### config.mk
export PLATFORM = sky130hd
export DESIGN_NAME = vga_timing
export DESIGN_NICKNAME = d
export VERILOG_FILES = /design/src/rtl/vga_pkg.sv /design/src/rtl/pixel_tick_gen.sv /design/src/rtl/vga_timing.sv
export SDC_FILE = /design/constraint.sdc
export NUM_CORES = 1
export LEC_CHECK = 0
export ABC_AREA = 1
export CAP_MARGIN = 20
export CORE_MARGIN = 5
export CORE_UTILIZATION = 45
export DETAILED_ROUTE_END_ITERATION = 10
export GPL_TIMING_DRIVEN = 1
export PLACE_DENSITY = 0.67
export SYNTH_ARGS = -nofsm -noshare
export SYNTH_HDL_FRONTEND = slang
export SYNTH_SLANG_ARGS = --single-unit
### constraint.sdc
create_clock -name clk_i -period 2.9 [get_ports clk_i]
set_input_delay 0.29 -clock clk_i [delete_from_list [all_inputs] [get_ports clk_i]]
set_output_delay 0.29 -clock clk_i [all_outputs]
set_load 0.01 [all_outputs]
### src/rtl/vga_pkg.sv
// Shared VGA raster types and default 640x480@60 timing constants.
package vga_pkg;

   typedef logic [9:0] pos_t;

   localparam int unsigned H_DISPLAY_DEF = 640;
   localparam int unsigned H_FRONT_DEF   = 16;
   localparam int unsigned H_SYNC_DEF    = 96;
   localparam int unsigned H_BACK_DEF    = 48;
   localparam int unsigned V_DISPLAY_DEF = 480;
   localparam int unsigned V_FRONT_DEF   = 10;
   localparam int unsigned V_SYNC_DEF    = 2;
   localparam int unsigned V_BACK_DEF    = 33;

   localparam int unsigned H_TOTAL_DEF =
      H_DISPLAY_DEF + H_FRONT_DEF + H_SYNC_DEF + H_BACK_DEF;
   localparam int unsigned V_TOTAL_DEF =
      V_DISPLAY_DEF + V_FRONT_DEF + V_SYNC_DEF + V_BACK_DEF;

   function automatic logic in_window(input pos_t pos, input pos_t lo, input pos_t hi);
      return (pos >= lo) && (pos <= hi);
   endfunction

endpackage

### src/rtl/pixel_tick_gen.sv
// Divides the system clock by CLK_DIV; tick_o marks the last clock of each pixel.
module pixel_tick_gen #(
   parameter int unsigned CLK_DIV = 2
) (
   input  logic clk_i,
   input  logic reset_i,
   output logic tick_o
);

   localparam int unsigned DIV_W = (CLK_DIV > 1) ? $clog2(CLK_DIV) : 1;
   localparam logic [DIV_W-1:0] DIV_LAST = DIV_W'(CLK_DIV - 1);

   if (CLK_DIV == 0) begin : g_bad_div
      $error("pixel_tick_gen: CLK_DIV must be at least 1");
   end

   logic [DIV_W-1:0] r_div;

   always_ff @(posedge clk_i or negedge reset_i) begin
      if (!reset_i) begin
         r_div <= '0;
      end else if (r_div == DIV_LAST) begin
         r_div <= '0;
      end else begin
         r_div <= r_div + 1'b1;
      end
   end

   // Gating with reset keeps the tick low in reset even when CLK_DIV=1.
   assign tick_o = reset_i & (r_div == DIV_LAST);

endmodule

### src/rtl/vga_timing.sv
// VGA raster timing: position counters, registered sync/blanking, line/frame strobes.
module vga_timing
   import vga_pkg::*;
#(
   parameter int unsigned H_DISPLAY        = H_DISPLAY_DEF,
   parameter int unsigned H_FRONT          = H_FRONT_DEF,
   parameter int unsigned H_SYNC           = H_SYNC_DEF,
   parameter int unsigned H_BACK           = H_BACK_DEF,
   parameter int unsigned V_DISPLAY        = V_DISPLAY_DEF,
   parameter int unsigned V_FRONT          = V_FRONT_DEF,
   parameter int unsigned V_SYNC           = V_SYNC_DEF,
   parameter int unsigned V_BACK           = V_BACK_DEF,
   parameter int unsigned CLK_DIV          = 2,
   parameter bit          SYNC_ACTIVE_HIGH = 1'b0
) (
   input  logic clk_i,
   input  logic reset_i,
   output pos_t hpos_o,
   output pos_t vpos_o,
   output logic hsync_o,
   output logic vsync_o,
   output logic display_on_o,
   output logic pixel_tick_o,
   output logic line_start_o,
   output logic frame_start_o
);

   localparam int unsigned H_TOTAL = H_DISPLAY + H_FRONT + H_SYNC + H_BACK;
   localparam int unsigned V_TOTAL = V_DISPLAY + V_FRONT + V_SYNC + V_BACK;

   if (H_TOTAL > 1024 || V_TOTAL > 1024) begin : g_bad_total
      $error("vga_timing: H_TOTAL and V_TOTAL must not exceed 1024");
   end

   localparam pos_t H_LAST   = pos_t'(H_TOTAL - 1);
   localparam pos_t V_LAST   = pos_t'(V_TOTAL - 1);
   localparam pos_t H_VIS    = pos_t'(H_DISPLAY);
   localparam pos_t V_VIS    = pos_t'(V_DISPLAY);
   localparam pos_t HS_FIRST = pos_t'(H_DISPLAY + H_FRONT);
   localparam pos_t HS_LAST  = pos_t'(H_DISPLAY + H_FRONT + H_SYNC - 1);
   localparam pos_t VS_FIRST = pos_t'(V_DISPLAY + V_FRONT);
   localparam pos_t VS_LAST  = pos_t'(V_DISPLAY + V_FRONT + V_SYNC - 1);

   logic w_tick;
   pos_t r_hpos;
   pos_t r_vpos;
   pos_t w_hpos_next;
   pos_t w_vpos_next;
   logic r_hsync;
   logic r_vsync;
   logic r_display_on;
   logic w_hs_act;
   logic w_vs_act;
   logic w_de;

   pixel_tick_gen #(
      .CLK_DIV (CLK_DIV)
   ) u_pixel_tick_gen (
      .clk_i   (clk_i),
      .reset_i (reset_i),
      .tick_o  (w_tick)
   );

   always_comb begin
      w_hpos_next = r_hpos;
      w_vpos_next = r_vpos;
      if (w_tick) begin
         if (r_hpos == H_LAST) begin
            w_hpos_next = '0;
            w_vpos_next = (r_vpos == V_LAST) ? '0 : r_vpos + 1'b1;
         end else begin
            w_hpos_next = r_hpos + 1'b1;
         end
      end
   end

   // Decode from next-state so the registered flags line up with the registered position.
   always_comb begin
      w_hs_act = in_window(w_hpos_next, HS_FIRST, HS_LAST);
      w_vs_act = in_window(w_vpos_next, VS_FIRST, VS_LAST);
      w_de     = (w_hpos_next < H_VIS) && (w_vpos_next < V_VIS);
   end

   always_ff @(posedge clk_i or negedge reset_i) begin
      if (!reset_i) begin
         r_hpos       <= '0;
         r_vpos       <= '0;
         r_hsync      <= ~SYNC_ACTIVE_HIGH;
         r_vsync      <= ~SYNC_ACTIVE_HIGH;
         r_display_on <= 1'b0;
      end else begin
         r_hpos       <= w_hpos_next;
         r_vpos       <= w_vpos_next;
         r_hsync      <= w_hs_act ? SYNC_ACTIVE_HIGH : ~SYNC_ACTIVE_HIGH;
         r_vsync      <= w_vs_act ? SYNC_ACTIVE_HIGH : ~SYNC_ACTIVE_HIGH;
         r_display_on <= w_de;
      end
   end

   assign hpos_o        = r_hpos;
   assign vpos_o        = r_vpos;
   assign hsync_o       = r_hsync;
   assign vsync_o       = r_vsync;
   assign display_on_o  = r_display_on;
   assign pixel_tick_o  = w_tick;
   assign line_start_o  = w_tick & (r_hpos == '0);
   assign frame_start_o = line_start_o & (r_vpos == '0);

endmodule
==> impl_metrics.toml <==
[sta]
min_period_over_period = 0.825
rsz0062_at_grt = "false"
tns_ns = 0
setup_viol = 0
holdWs_ns = 0.382
hold_violations = 0
fin_crit_ns = 2.39
max_freq_mhz = 418
tightest_slew_ns = 0.344
slew_violations = 0
skew_ns = 0.00723
slew_headroom = 0.769

[floorplanning]
chipWidth_um = 68.3
initial_core_util = 0.462
rows = 21
coreArea_sq_mm = 0.00331
io_pins = 28
die_y_um = 68.3
design.die.area_sq_mm = 0.00467

[worst_setup_path]
worst_path_max_delay_cell = "clkdlybuf4s50_1"
slowest_delay_ns = 0.53
worstPathArrival_ns = 2.10
worstSetupEndpointType = "primary output"
crit_family = "buffers and inverters"
critPathLaunchType = "flop"
crit_chain = "inv_1 -> ha_1 -> nand4_1 -> nor3_1 -> and3_1 -> clkdlybuf4s50_1"
crit_fanout = 4
critical_path_class = "reg2out"
required_ns = 2.61
critPathBufInv = 2

[logic_synthesis]
yosys_warnings = 0
synth-seq-area-share = 0.394
syn_avg_cell_area_sq_um = 7.25
synth_cell_type_count = 26
synth_top_cell_by_area = "dfrtp_1"
synth_top_area_frac = 0.360
syn_inst = 211
synth_fp_nets = 217
ys_seq_elements = 24
synth.area.top_cells = "dfrtp_1, nand2_1, inv_1"
syn_area_sq_mm = 0.00153

[finish]
nFillCells = 327
stdcell_area_sq_mm = 0.00190
n_antenna_cell = 0
layout-drive-gt1-share = 0.123
syn_to_final_growth_pct = 24.4
nets = 250

[cts]
cts_setup_buffers = 0
cts.htree.levels = 1
cts-hold-fix-buffers = 0
cts_tree = "done"
numCtsBuffers = 3
clk_path_buf_depth = 2
clkSinkCount = 24
worstSkewPairLatency_ns = 0.31
cts_root_buf = "clkbuf_4"
path_clk_slew_ns = 0.14
cts_resized = 0

[run]
cap_violations = 0

[route]
wl_per_cell_um = 12.2
vias_per_cell = 4.84
dr.pass1.iters = 4
drt.antenna.violating_nets = 0
first_iter_violations = 77
wl_um = 3540
dr_total_vias = 1400
drc = 0

[power_and_ir_drop]
p_leak_uw = 0.000994
power.density_mw_per_mm2 = 522
peakVddDrop_uv = 354

[global_routing]
grt_overflow = 0
track_usage = 0.171
grt_max_degree = 26
grt_antenna_before_repair = 0
grt_pass1_vias = 1271
grt_pass1_wl_um = 6020

[place]
io_buffers = 27
post_dp_cell_area_sq_mm = 0.00187
dp_hpwl_um = 2800
place.gp.congestion = 0.805

[worst_hold_path]
hold_path_class = "in2async"

[outcome]
status = "complete, no violations"
-- worst register-to-register path, stage by stage, from the launching register on --
cell and delay, ns:
dfrtp_1 0.43, ha_1 0.21, nand2_1 0.09, nor2_4 0.14
nand2_4 0.08, nor2_8 0.17, nand3_1 0.10, nand2_1 0.07
nand2_1 0.05, clkinv_1 0.06, nand3_2 0.11, nor2_4 0.12
nor2_2 0.04
-- where the power goes --
group | total (uW) | switching (uW) | internal [uW] | leakage [uW]
Sequential | 465 | 80.8 | 385 | 0.000255
Combinational | 350 | 191 | 160 | 0.000718
Clock | 178 | 102 | 76.7 | 0.0000210
-- through the flow --
| step | std cells | util | total power, uW | setup slack (ns) |
|---|---|---|---|---|
| after floorplan | 211 | - | 658 | 1.14 |
| after global placement | 285 | 0.564 | 822 | 0.547 |
| after detailed placement | 285 | 0.564 | 826 | 0.519 |
| after CTS | 289 | 0.575 | 1010 | 0.480 |
| after global routing | 289 | 0.575 | 1060 | 0.307 |
| final | 289 | 0.575 | 994 | 0.507 |
-- kinds of logic (layout without fill, tap and decap cells) --
kind of cell / after synthesis / in the layout / synth area share
buf+inv: 43 / 75 / 0.107
flops: 24 / 24 / 0.394
fa+ha+maj: 4 / 4 / 0.0327
compound gates: 13 / 13 / 0.0474
xor+xnor: 1 / 1 / 0.00572
simple gates: 126 / 126 / 0.413
-- layout by cell type, fill, tap and decap left out, types with 2 or more instances in the layout --
cell	netlist	final
nor2_2	5	5
nand2_4	2	2
nand3_2	2	2
nand3_1	22	22
nand4_1	5	5
o21bai_1	2	2
dfstp_2	2	2
clkdlybuf4s50_1	0	27
nor2_4	4	4
o21ai_1	4	4
nor3_1	6	6
nor2_1	18	18
clkbuf_4	0	3
nand2_2	6	6
buf_4	0	2
dfrtp_1	22	22
ha_1	4	4
o21ai_0	5	5
nand2_1	53	53
inv_1	40	40
-- synthesized netlist by cell type (all sizes together) --
library cell,count
nand2,61
inv,40
nor2,28
nand3,24
dfrtp,22
o21ai,9
nor3,6
nand4,5
ha,4
clkinv,2
dfstp,2
o21bai,2
a21oi,1
and3,1
buf,1
nand3b,1
o31ai,1
xor2,1
-- registers in the layout (all words and copies together) (netlist names) --
| signal | count |
|---|---|
| vsync_o | 1 |
| u_pixel_tick_gen.r_div | 1 |
| hsync_o | 1 |
| vpos_o | 10 |
| display_on_o | 1 |
| hpos_o | 10 |
-- layout make-up --
cell class,count,area (sq um),share of cell area
Timing Repair Buffer,29,285,0.150
Multi-Input combinational cell,144,763,0.401
Sequential cell,24,603,0.317
Inverter,42,159,0.0834
Clock buffer,4,36.3,0.0191
Tap cell,46,57.6,0.0302
-- worst paths after layout --
kind / from / end / slack [ns] / cells after the start
hold / removal: reset_i / hpos_o[7]$_DFF_PN0_ / 0.38 / 2
max in group asynchronous: reset_i / vsync_o$_DFF_PN1_ / 2.22 / 2
setup / recovery: hpos_o[0]$_DFF_PN0_ / frame_start_o / 0.51 / 6
setup reg to reg: hpos_o[0]$_DFF_PN0_ / display_on_o$_DFF_PN0_ / 1.14 / 12
hold reg to reg: u_pixel_tick_gen.r_div$_DFF_PN0_ / u_pixel_tick_gen.r_div$_DFF_PN0_ / 0.48 / 1
min in group clk_i: u_pixel_tick_gen.r_div$_DFF_PN0_ / u_pixel_tick_gen.r_div$_DFF_PN0_ / 0.48 / 1
-- metal layers --
layer	vias to the layer above	share of wire	global-route usage
li1	719	-	-
met5	-	0	0
met3	4	0.033	0.0263
met1	649	0.50	0.249
met2	28	0.45	0.255
met4	0	0.014	0.0596
Note: power is estimated with default switching activity, not from simulation.
